**config.mk**
```make
export PLATFORM = sky130hd
export DESIGN_NAME = uart_pkt_ctrl
export DESIGN_NICKNAME = d
export VERILOG_FILES = /design/src/rtl/uart_pkt_pkg.sv /design/src/rtl/uart_pkt_timer.sv /design/src/rtl/uart_pkt_ctrl.sv
export SDC_FILE = /design/constraint.sdc
export NUM_CORES = 1
export LEC_CHECK = 0
export ABC_CLOCK_PERIOD_IN_PS = 3650
export CAP_MARGIN = 40
export CORE_ASPECT_RATIO = 1.25
export CORE_MARGIN = 1.5
export CORE_UTILIZATION = 35
export CTS_CLUSTER_SIZE = 10
export DETAILED_ROUTE_END_ITERATION = 10
export GPL_TIMING_DRIVEN = 0
export PLACE_DENSITY = 0.59
export REMOVE_ABC_BUFFERS = 1
export SETUP_SLACK_MARGIN = 0.02
export SLEW_MARGIN = 20
export SYNTH_ARGS = -nofsm -noshare
export SYNTH_HDL_FRONTEND = slang
export SYNTH_HIERARCHICAL = 1
export SYNTH_SLANG_ARGS = --single-unit
```
**constraint.sdc**
```tcl
create_clock -name clk -period 3.65 [get_ports clk]
set_input_delay 0.365 -clock clk [delete_from_list [all_inputs] [get_ports clk]]
set_output_delay 0.365 -clock clk [all_outputs]
set_load 0.005 [all_outputs]
```
**src/rtl/uart_pkt_pkg.sv**
```systemverilog
// uart_pkt_pkg: shared types and helpers for the UART pixel-packet sequencer.
//   pkt_state_e  - sequencer states (idle, three colour bytes, checksum, pixel hold)
//   HDR_*_DEFAULT - default header byte values
//   pkt_csum()   - 8-bit modular sum of header and colour bytes
package uart_pkt_pkg;

    typedef enum logic [2:0] {
        StIdle,
        StR,
        StG,
        StB,
        StCsum,
        StOut
    } pkt_state_e;

    localparam logic [7:0] HDR_PIX_DEFAULT = 8'hA5;
    localparam logic [7:0] HDR_SOF_DEFAULT = 8'hA6;

    function automatic logic [7:0] pkt_csum(input logic [7:0] hdr, input logic [7:0] r,
                                            input logic [7:0] g, input logic [7:0] b);
        return hdr + r + g + b;
    endfunction

endpackage

```
**src/rtl/uart_pkt_timer.sv**
```systemverilog
// uart_pkt_timer: inter-byte timeout counter.
//   clk, rst - clock, synchronous active-high reset
//   clear    - restart the count (a byte was accepted)
//   enable   - count only while a packet is in progress; held at zero otherwise
//   expire   - high in the cycle the count sits at TIMEOUT_CYC-1 with no clear
module uart_pkt_timer #(
    parameter int unsigned TIMEOUT_CYC = 110000,
    parameter int unsigned TMO_W       = 17
) (
    input  logic clk,
    input  logic rst,
    input  logic clear,
    input  logic enable,
    output logic expire
);

    logic [TMO_W-1:0] cnt_q, cnt_d;

    assign expire = enable && !clear && (cnt_q == TMO_W'(TIMEOUT_CYC - 1));

    always_comb begin
        cnt_d = cnt_q;
        if (clear || !enable || expire) begin
            cnt_d = '0;
        end else begin
            cnt_d = cnt_q + TMO_W'(1);
        end
    end

    always_ff @(posedge clk) begin
        if (rst) begin
            cnt_q <= '0;
        end else begin
            cnt_q <= cnt_d;
        end
    end

endmodule

```
**src/rtl/uart_pkt_ctrl.sv**
```systemverilog
// uart_pkt_ctrl: frames a UART byte stream into 5-byte pixel packets
// (header, R, G, B, checksum), validates them and hands each good pixel to a
// frame buffer over a valid/ready handshake with an auto-incrementing address.
//   clk, rst              - clock, synchronous active-high reset
//   rx_byte, rx_valid     - byte strobe from the UART receiver
//   pix_data, pix_addr    - {R,G,B} and write address, stable while pix_valid
//   pix_valid, pix_ready  - pixel handshake
//   frame_done            - pulse after the last pixel of a frame transfers
//   busy                  - sequencer not idle
//   err_csum/tmo/ovr      - one-cycle error pulses
//   pkt_ok_cnt/err_cnt    - saturating packet counters
// Optional build macro UART_PKT_STATS_EN: when undefined the counters are not
// built and both counter ports read 16'h0000.
module uart_pkt_ctrl
    import uart_pkt_pkg::*;
#(
    parameter logic [7:0]  HDR_PIX     = HDR_PIX_DEFAULT,
    parameter logic [7:0]  HDR_SOF     = HDR_SOF_DEFAULT,
    parameter int unsigned NUM_PIX     = 76800,
    parameter int unsigned ADDR_W      = 17,
    parameter int unsigned TIMEOUT_CYC = 110000,
    parameter int unsigned TMO_W       = 17
) (
    input  logic              clk,
    input  logic              rst,
    input  logic [7:0]        rx_byte,
    input  logic              rx_valid,
    output logic [23:0]       pix_data,
    output logic [ADDR_W-1:0] pix_addr,
    output logic              pix_valid,
    input  logic              pix_ready,
    output logic              frame_done,
    output logic              busy,
    output logic              err_csum,
    output logic              err_tmo,
    output logic              err_ovr,
    output logic [15:0]       pkt_ok_cnt,
    output logic [15:0]       pkt_err_cnt
);

    pkt_state_e        state_q, state_d;
    logic [7:0]        sum_q, sum_d;
    logic [7:0]        r_q, r_d, g_q, g_d, b_q, b_d;
    logic              sof_q, sof_d;
    logic [ADDR_W-1:0] addr_q, addr_d;
    logic [23:0]       pix_data_q, pix_data_d;
    logic [ADDR_W-1:0] pix_addr_q, pix_addr_d;
    logic              pix_valid_q, pix_valid_d;
    logic              frame_done_q, frame_done_d;
    logic              busy_q, busy_d;
    logic              err_csum_q, err_csum_d;
    logic              err_tmo_q, err_tmo_d;
    logic              err_ovr_q, err_ovr_d;
    logic              ok_inc, err_inc;
    logic              tmo_en, tmo_expire;

    assign tmo_en = (state_q == StR) || (state_q == StG) || (state_q == StB) ||
                    (state_q == StCsum);

    uart_pkt_timer #(
        .TIMEOUT_CYC (TIMEOUT_CYC),
        .TMO_W       (TMO_W)
    ) u_timer (
        .clk    (clk),
        .rst    (rst),
        .clear  (rx_valid),
        .enable (tmo_en),
        .expire (tmo_expire)
    );

    always_comb begin
        state_d      = state_q;
        sum_d        = sum_q;
        r_d          = r_q;
        g_d          = g_q;
        b_d          = b_q;
        sof_d        = sof_q;
        addr_d       = addr_q;
        pix_data_d   = pix_data_q;
        pix_addr_d   = pix_addr_q;
        pix_valid_d  = pix_valid_q;
        frame_done_d = 1'b0;
        err_csum_d   = 1'b0;
        err_tmo_d    = 1'b0;
        err_ovr_d    = 1'b0;
        ok_inc       = 1'b0;
        err_inc      = 1'b0;

        unique case (state_q)
            StIdle: begin
                // Non-header bytes are dropped silently to resync on the stream.
                if (rx_valid && (rx_byte == HDR_PIX || rx_byte == HDR_SOF)) begin
                    state_d = StR;
                    sum_d   = rx_byte;
                    sof_d   = (rx_byte == HDR_SOF);
                end
            end
            StR, StG, StB: begin
                if (rx_valid) begin
                    sum_d = sum_q + rx_byte;
                    if (state_q == StR) begin
                        r_d     = rx_byte;
                        state_d = StG;
                    end else if (state_q == StG) begin
                        g_d     = rx_byte;
                        state_d = StB;
                    end else begin
                        b_d     = rx_byte;
                        state_d = StCsum;
                    end
                end else if (tmo_expire) begin
                    state_d   = StIdle;
                    err_tmo_d = 1'b1;
                    err_inc   = 1'b1;
                end
            end
            StCsum: begin
                if (rx_valid) begin
                    if (rx_byte == sum_q) begin
                        state_d     = StOut;
                        pix_valid_d = 1'b1;
                        pix_data_d  = {r_q, g_q, b_q};
                        // The address only moves once the pixel is accepted, so a
                        // failed SOF packet leaves it untouched.
                        pix_addr_d  = sof_q ? '0 : addr_q;
                        ok_inc      = 1'b1;
                    end else begin
                        state_d    = StIdle;
                        err_csum_d = 1'b1;
                        err_inc    = 1'b1;
                    end
                end else if (tmo_expire) begin
                    state_d   = StIdle;
                    err_tmo_d = 1'b1;
                    err_inc   = 1'b1;
                end
            end
            StOut: begin
                // No buffering while a pixel is held: any incoming byte is lost.
                if (rx_valid) begin
                    err_ovr_d = 1'b1;
                end
                if (pix_ready) begin
                    state_d     = StIdle;
                    pix_valid_d = 1'b0;
                    if (pix_addr_q == ADDR_W'(NUM_PIX - 1)) begin
                        addr_d       = '0;
                        frame_done_d = 1'b1;
                    end else begin
                        addr_d = pix_addr_q + ADDR_W'(1);
                    end
                end
            end
            default: begin
                state_d = StIdle;
            end
        endcase

        busy_d = (state_d != StIdle);
    end

    always_ff @(posedge clk) begin
        if (rst) begin
            state_q      <= StIdle;
            sum_q        <= '0;
            r_q          <= '0;
            g_q          <= '0;
            b_q          <= '0;
            sof_q        <= 1'b0;
            addr_q       <= '0;
            pix_data_q   <= '0;
            pix_addr_q   <= '0;
            pix_valid_q  <= 1'b0;
            frame_done_q <= 1'b0;
            busy_q       <= 1'b0;
            err_csum_q   <= 1'b0;
            err_tmo_q    <= 1'b0;
            err_ovr_q    <= 1'b0;
        end else begin
            state_q      <= state_d;
            sum_q        <= sum_d;
            r_q          <= r_d;
            g_q          <= g_d;
            b_q          <= b_d;
            sof_q        <= sof_d;
            addr_q       <= addr_d;
            pix_data_q   <= pix_data_d;
            pix_addr_q   <= pix_addr_d;
            pix_valid_q  <= pix_valid_d;
            frame_done_q <= frame_done_d;
            busy_q       <= busy_d;
            err_csum_q   <= err_csum_d;
            err_tmo_q    <= err_tmo_d;
            err_ovr_q    <= err_ovr_d;
        end
    end

    assign pix_data   = pix_data_q;
    assign pix_addr   = pix_addr_q;
    assign pix_valid  = pix_valid_q;
    assign frame_done = frame_done_q;
    assign busy       = busy_q;
    assign err_csum   = err_csum_q;
    assign err_tmo    = err_tmo_q;
    assign err_ovr    = err_ovr_q;

`ifdef UART_PKT_STATS_EN
    logic [15:0] ok_cnt_q, ok_cnt_d, err_cnt_q, err_cnt_d;

    always_comb begin
        ok_cnt_d  = ok_cnt_q;
        err_cnt_d = err_cnt_q;
        if (ok_inc && ok_cnt_q != 16'hFFFF) begin
            ok_cnt_d = ok_cnt_q + 16'd1;
        end
        if (err_inc && err_cnt_q != 16'hFFFF) begin
            err_cnt_d = err_cnt_q + 16'd1;
        end
    end

    always_ff @(posedge clk) begin
        if (rst) begin
            ok_cnt_q  <= '0;
            err_cnt_q <= '0;
        end else begin
            ok_cnt_q  <= ok_cnt_d;
            err_cnt_q <= err_cnt_d;
        end
    end

    assign pkt_ok_cnt  = ok_cnt_q;
    assign pkt_err_cnt = err_cnt_q;
`else
    logic unused_stats;
    assign unused_stats = ok_inc ^ err_inc;
    assign pkt_ok_cnt   = 16'h0000;
    assign pkt_err_cnt  = 16'h0000;
`endif

endmodule

```
==> results.sh, run 1 <==
export IMPL_cts_resized=0
export IMPL_crit_fanout=14
export IMPL_die_x_um=114.2
export IMPL_hold_viol=0
export IMPL_synth_xor_xnor_area_share_pct=5.508
export IMPL_crit_path_max_incr_delay_ps=560
export IMPL_syn_area_per_cell_um2=8.461
export IMPL_layoutNonFillerInstCount=885
export IMPL_ir_drop_mv=0.3257
export IMPL_drive_gt1_share_pct=8.108
export IMPL_routabilityCongestion=0.7656
export IMPL_ys_ff_latch=117
export IMPL_yosys_area_share_simple_pct=25.39
export IMPL_post_place_ws_ps=657.6
export IMPL_synth_warnings=6
export IMPL_num_io_pins=91
export IMPL_fp_dieH_um=142.0
export IMPL_dpl_hpwl_um=8344
export IMPL_fillers=1482
export IMPL_clk_path_buf_depth=2
export IMPL_htreeDepth=4
export IMPL_cts_buffers=17
export IMPL_cts_root_buf="clkbuf_16"
export IMPL_grt_start_max_net_pins=74
export IMPL_cap_violations=0
export IMPL_final_net_count=712
export IMPL_grt_setup_unrepaired="false"
export IMPL_p_per_area_nw_per_um2=458.3
export IMPL_layout_commonest_cell="dfxtp_1"
export IMPL_cts_tree="built"
export IMPL_max_slew_margin_rel_pct=47.64
export IMPL_syn_to_final_growth_pct=23.00
export IMPL_multi_input_area_um2=2770
export IMPL_dp_cells=853
export IMPL_synth_compound_area_share_pct=11.78
export IMPL_drc=0
export IMPL_vias_per_cell=4.951
export IMPL_track_usage_pct=15.60
export IMPL_synth_top_family_by_area="simple AND/OR/NAND/NOR gates"
export IMPL_cp_end_kind="register"
export IMPL_synthMuxAreaShare_pct=3.726
export IMPL_final_cell_mix="dfxtp_1 (117), nand2_1 (104), nor2_1 (76)"
export IMPL_avgRoutedWirePerCell_um=13.97
export IMPL_fin_ws_ps=1066
export IMPL_ctsHoldBuffers=0
export IMPL_post_layout_total_power_mw=3.047
export IMPL_grt_overflow_total=0
export IMPL_min_period_over_period_pct=70.79
export IMPL_seq_area_um2=2342
export IMPL_wl_um=12370
export IMPL_synth_edf_count=0
export IMPL_dieArea_um2=16210
export IMPL_leakagePower_nw=2.218
export IMPL_ant_nets=0
export IMPL_syn_area_um2=5406
export IMPL_synthTopCellsByArea="dfxtp_1 (43%), nand2_1 (7.2%), a21oi_1 (5.3%), nor2_1 (5.3%), buf_4 (4.9%)"
export IMPL_antenna_found_initial=0
export IMPL_grt_pass1_wl_um=20150
export IMPL_yosysSeqAreaShare_pct=43.32
export IMPL_crit_chain="clkdlybuf4s50_1 > ha_1 > nor4_2 > nand4_1 > buf_6 > buf_6 > nor3b_1 > a21oi_1 > nor2_1"
export IMPL_setup_viol=0
export IMPL_hp_class="in2reg"
export IMPL_core_um2=15010
export IMPL_num_rows=50
export IMPL_clock_sinks=117
export IMPL_io_buffers=58
export IMPL_final_setup_skew_ps=8.763
export IMPL_async_reset_ff_share_pct=0
export IMPL_drt_initial_drc_count=268
export IMPL_path_buf_inv=3
export IMPL_post_cts_buffers=0
export IMPL_fin_util_pct=44.29
export IMPL_synthAdderAreaFrac_pct=2.453
export IMPL_tightest_slew_ps=784.3
export IMPL_crit_arrival_ps=2930
export IMPL_synth_top_area_share_pct=43.32
export IMPL_clkTransAtPathRegs_ps=60
export IMPL_clock_latency_ps=410
export IMPL_vias=4382
export IMPL_crit_required_ps=4000
export IMPL_synth_largest_area_cell="dfxtp_1"
export IMPL_n_antenna_cell=0
export IMPL_start_kind="primary input"
export IMPL_drv_slew=0
export IMPL_first_global_vias=4203
export IMPL_synth_distinct_cells=60
export IMPL_initial_core_util_pct=36.01
export IMPL_min_period_ps=2584
export IMPL_firstDrtPassIters=4
export IMPL_cpMostUsedCell="buf_6"
export IMPL_critPathKind="in2reg"
export IMPL_fmax_mhz=387.0
export IMPL_synthFlopType="dfxtp_1"
export IMPL_netlist_instances=639
export IMPL_critPathTopFamily="simple AND/OR/NAND/NOR gates"
export IMPL_status="finished clean"
export IMPL_crit_path_top_delay_cell="clkdlybuf4s50_1"
state kept, by name, summed over array words and instances (netlist names):
name	flops
pix_addr	17
state_q	3
err_csum	1
pix_data	24
r_q	8
sum_q	8
u_timer/cnt_q	17
frame_done	1
addr_q	17
g_q	8
err_tmo	1
pix_valid	1
busy	1
b_q	8
sof_q	1
err_ovr	1
final timing paths:
check | from | end | slack, ps | depth (start not counted)
setup / recovery | rx_byte[5] | pix_addr[16] | 1070 | 9
hold / removal | rst | pix_data[15] | 280 | 2
setup reg to reg | sum_q[5] | pix_addr[16] | 1360 | 8
hold reg to reg | addr_q[5] | addr_q[5] | 450 | 2
layer usage:
metal	vias to the layer above	part of all wire (%)	track usage [%]
met4	0	1.9	6.711
met1	2073	45	18.66
met2	81	50	26.92
met3	22	3.4	3.322
met5	-	0	0
li1	2206	-	-
metrics by stage:
stage / TNS [ps] / hold slack, ps / cell area (um^2)
after floorplan: 0 / 416.9 / 5134
after global placement: -75270 / 424.5 / 5942
after detailed placement: 0 / 439.0 / 6051
after CTS: 0 / 267.9 / 6650
after global routing: 0 / 283.8 / 6650
final: 0 / 280.7 / 6650
where the power goes:
| group | switching (mW) | internal [mW] | total (mW) | leakage (nW) |
|---|---|---|---|---|
| Sequential | 0.00103 | 1.28 | 1.28 | 0.942 |
| Clock | 0.631 | 1.05 | 1.68 | 0.279 |
| Combinational | 0.0592 | 0.0296 | 0.0888 | 0.997 |
| Total | 0.692 | 2.36 | 3.05 | 2.22 |
synthesized netlist by cell type, types with 4 or more instances:
| library cell | n |
|---|---|
| nor4_1 | 6 |
| buf_2 | 8 |
| xor2_1 | 12 |
| and3_1 | 4 |
| a21oi_1 | 57 |
| nand2b_1 | 6 |
| inv_1 | 8 |
| nor2_1 | 76 |
| nor2b_1 | 4 |
| nand2_1 | 104 |
| mux2i_1 | 19 |
| nand3_1 | 14 |
| nor3b_1 | 18 |
| o21ai_0 | 23 |
| nor3_1 | 9 |
| clkbuf_1 | 18 |
| xnor2_1 | 22 |
| buf_4 | 35 |
| nand4_1 | 8 |
| ha_1 | 9 |
| dfxtp_1 | 117 |
cell type report:
cell class / count / share of cell area [%]
multi-input combinational: 481 / 41.66
sequential: 117 / 35.22
timing repair buffer: 65 / 10.24
clock buffer: 19 / 6.811
tap: 182 / 3.424
clock inverter: 13 / 2.201
inverter: 8 / 0.4516
cells by family after synthesis:
kind of cell / after synthesis
buffers and inverters: 72
AO/OA/AOI/OAI: 108
other: 1
multiplexers: 20
flip-flops: 117
adder cells (fa/ha/maj): 10
XOR/XNOR: 34
AND/OR/NAND/NOR: 277
Note: power is estimated with default switching activity, not from simulation.
==> inputs of run 2 (changes only) <==
Settings changed: ABC_CLOCK_PERIOD_IN_PS 3650 to 2100, PLACE_DENSITY 0.59 to 0.61.
Clock period 3.65 ns to 2.1 ns, I/O delays scaled along.
==> results.sh, run 2 (synthesized netlist as in run 1, its figures left out) <==
export IMPL_first_global_vias=4147
export IMPL_avgRoutedWirePerCell_um=13.99
export IMPL_drt_initial_drc_count=240
export IMPL_num_io_pins=91
export IMPL_layout_commonest_cell="dfxtp_1"
export IMPL_layoutNonFillerInstCount=888
export IMPL_htreeDepth=4
export IMPL_tightest_slew_ps=792.4
export IMPL_drc=0
export IMPL_cts_buffers=17
export IMPL_wl_um=12420
export IMPL_ir_drop_mv=0.5410
export IMPL_n_antenna_cell=0
export IMPL_start_kind="primary input"
export IMPL_dieArea_um2=16210
export IMPL_clock_sinks=117
export IMPL_hp_class="in2reg"
export IMPL_grt_setup_unrepaired="false"
export IMPL_crit_arrival_ps=2370
export IMPL_clkTransAtPathRegs_ps=50
export IMPL_post_place_ws_ps=-1171
export IMPL_fin_util_pct=45.35
export IMPL_cts_root_buf="clkbuf_16"
export IMPL_p_per_area_nw_per_um2=815.0
export IMPL_track_usage_pct=15.60
export IMPL_die_x_um=114.2
export IMPL_clock_latency_ps=410
export IMPL_dp_cells=852
export IMPL_clk_path_buf_depth=2
export IMPL_crit_required_ps=2430
export IMPL_num_rows=50
export IMPL_min_period_over_period_pct=97.07
export IMPL_cts_tree="built"
export IMPL_grt_pass1_wl_um=20170
export IMPL_drive_gt1_share_pct=10.06
export IMPL_dpl_hpwl_um=8388
export IMPL_syn_to_final_growth_pct=25.94
export IMPL_fmax_mhz=490.6
export IMPL_antenna_found_initial=0
export IMPL_fin_ws_ps=61.62
export IMPL_setup_viol=0
export IMPL_core_um2=15010
export IMPL_initial_core_util_pct=36.01
export IMPL_crit_fanout=5
export IMPL_vias=4404
export IMPL_max_slew_margin_rel_pct=47.10
export IMPL_largest_reg_flops=24
export IMPL_routabilityCongestion=0.7724
export IMPL_cp_end_kind="register"
export IMPL_grt_overflow_total=0
export IMPL_final_net_count=715
export IMPL_leakagePower_nw=2.320
export IMPL_min_period_ps=2038
export IMPL_grt_start_max_net_pins=69
export IMPL_final_setup_skew_ps=7.179
export IMPL_cap_violations=0
export IMPL_ant_nets=0
export IMPL_hold_viol=0
export IMPL_fp_dieH_um=142.0
export IMPL_status="finished clean"
export IMPL_firstDrtPassIters=4
export IMPL_critPathKind="in2reg"
export IMPL_final_cell_mix="dfxtp_1 (116), nand2_1 (103), nor2_1 (76)"
export IMPL_io_buffers=58
export IMPL_drv_slew=0
export IMPL_vias_per_cell=4.959
-- run 2: power breakdown --
| group | switching [mW] | internal, mW |
|---|---|---|
| sequential | 0.00191 | 2.22 |
| combinational | 0.107 | 0.0540 |
| clock | 1.00 | 2.16 |
| total | 1.11 | 4.44 |
-- run 2: repair_timing --
action                                  4_1_cts  5_1_grt
hold buffers                                  0        0
gates resized for setup                       7       14
pin swaps                                     1        1
buffers inserted                              2        2
endpoints found under the setup margin       62       70
-- run 2: cell type report --
class | count | area [um^2]
Sequential cell | 117 | 2344
Inverter | 8 | 30.03
Clock inverter | 13 | 203.9
Timing Repair Buffer | 68 | 711.9
Multi-Input combinational cell | 481 | 2839
Tap cell | 182 | 227.7
Fill cell | 1493 | 8205
Clock buffer | 19 | 452.9
-- run 2: layer usage --
layer,GRT usage [%],vias to the layer above,part of all wire (%)
met1,18.84,2098,45
met3,3.833,12,3.4
li1,-,2223,-
met4,6.184,0,1.4
met2,26.60,71,51
met5,0,-,0
-- run 2: path summary, 6_finish.rpt --
| check | from | to | slack, ps | cells after the start |
|---|---|---|---|---|
| max | rx_byte[3] | sum_q[7] | 60 | 7 |
| max reg2reg | sum_q[4] | sum_q[7] | 120 | 6 |
| min reg2reg | addr_q[5] | addr_q[5] | 450 | 2 |
| min | rst | r_q[0] | 160 | 2 |
-- run 2: worst max-delay path, stage by stage --
cell and delay (ps):
clkdlybuf4s50_1 540, ha_2 290, a211o_1 300, a211o_1 310, a211oi_2 230, mux2_1 340, nor3_1 150
-- run 2: stage by stage --
stage	hold slack [ps]	instance area (um^2)	power, mW	setup TNS, ps
2_1_floorplan	279.1	5134	2.336	-33180
3_3_place_gp	424.9	5942	2.413	-229600
3_5_place_dp	435.4	6036	2.424	-45190
4_1_cts	141.7	6739	5.598	0
5_1_grt	153.4	6809	5.722	0
6_report	155.4	6809	5.550	0
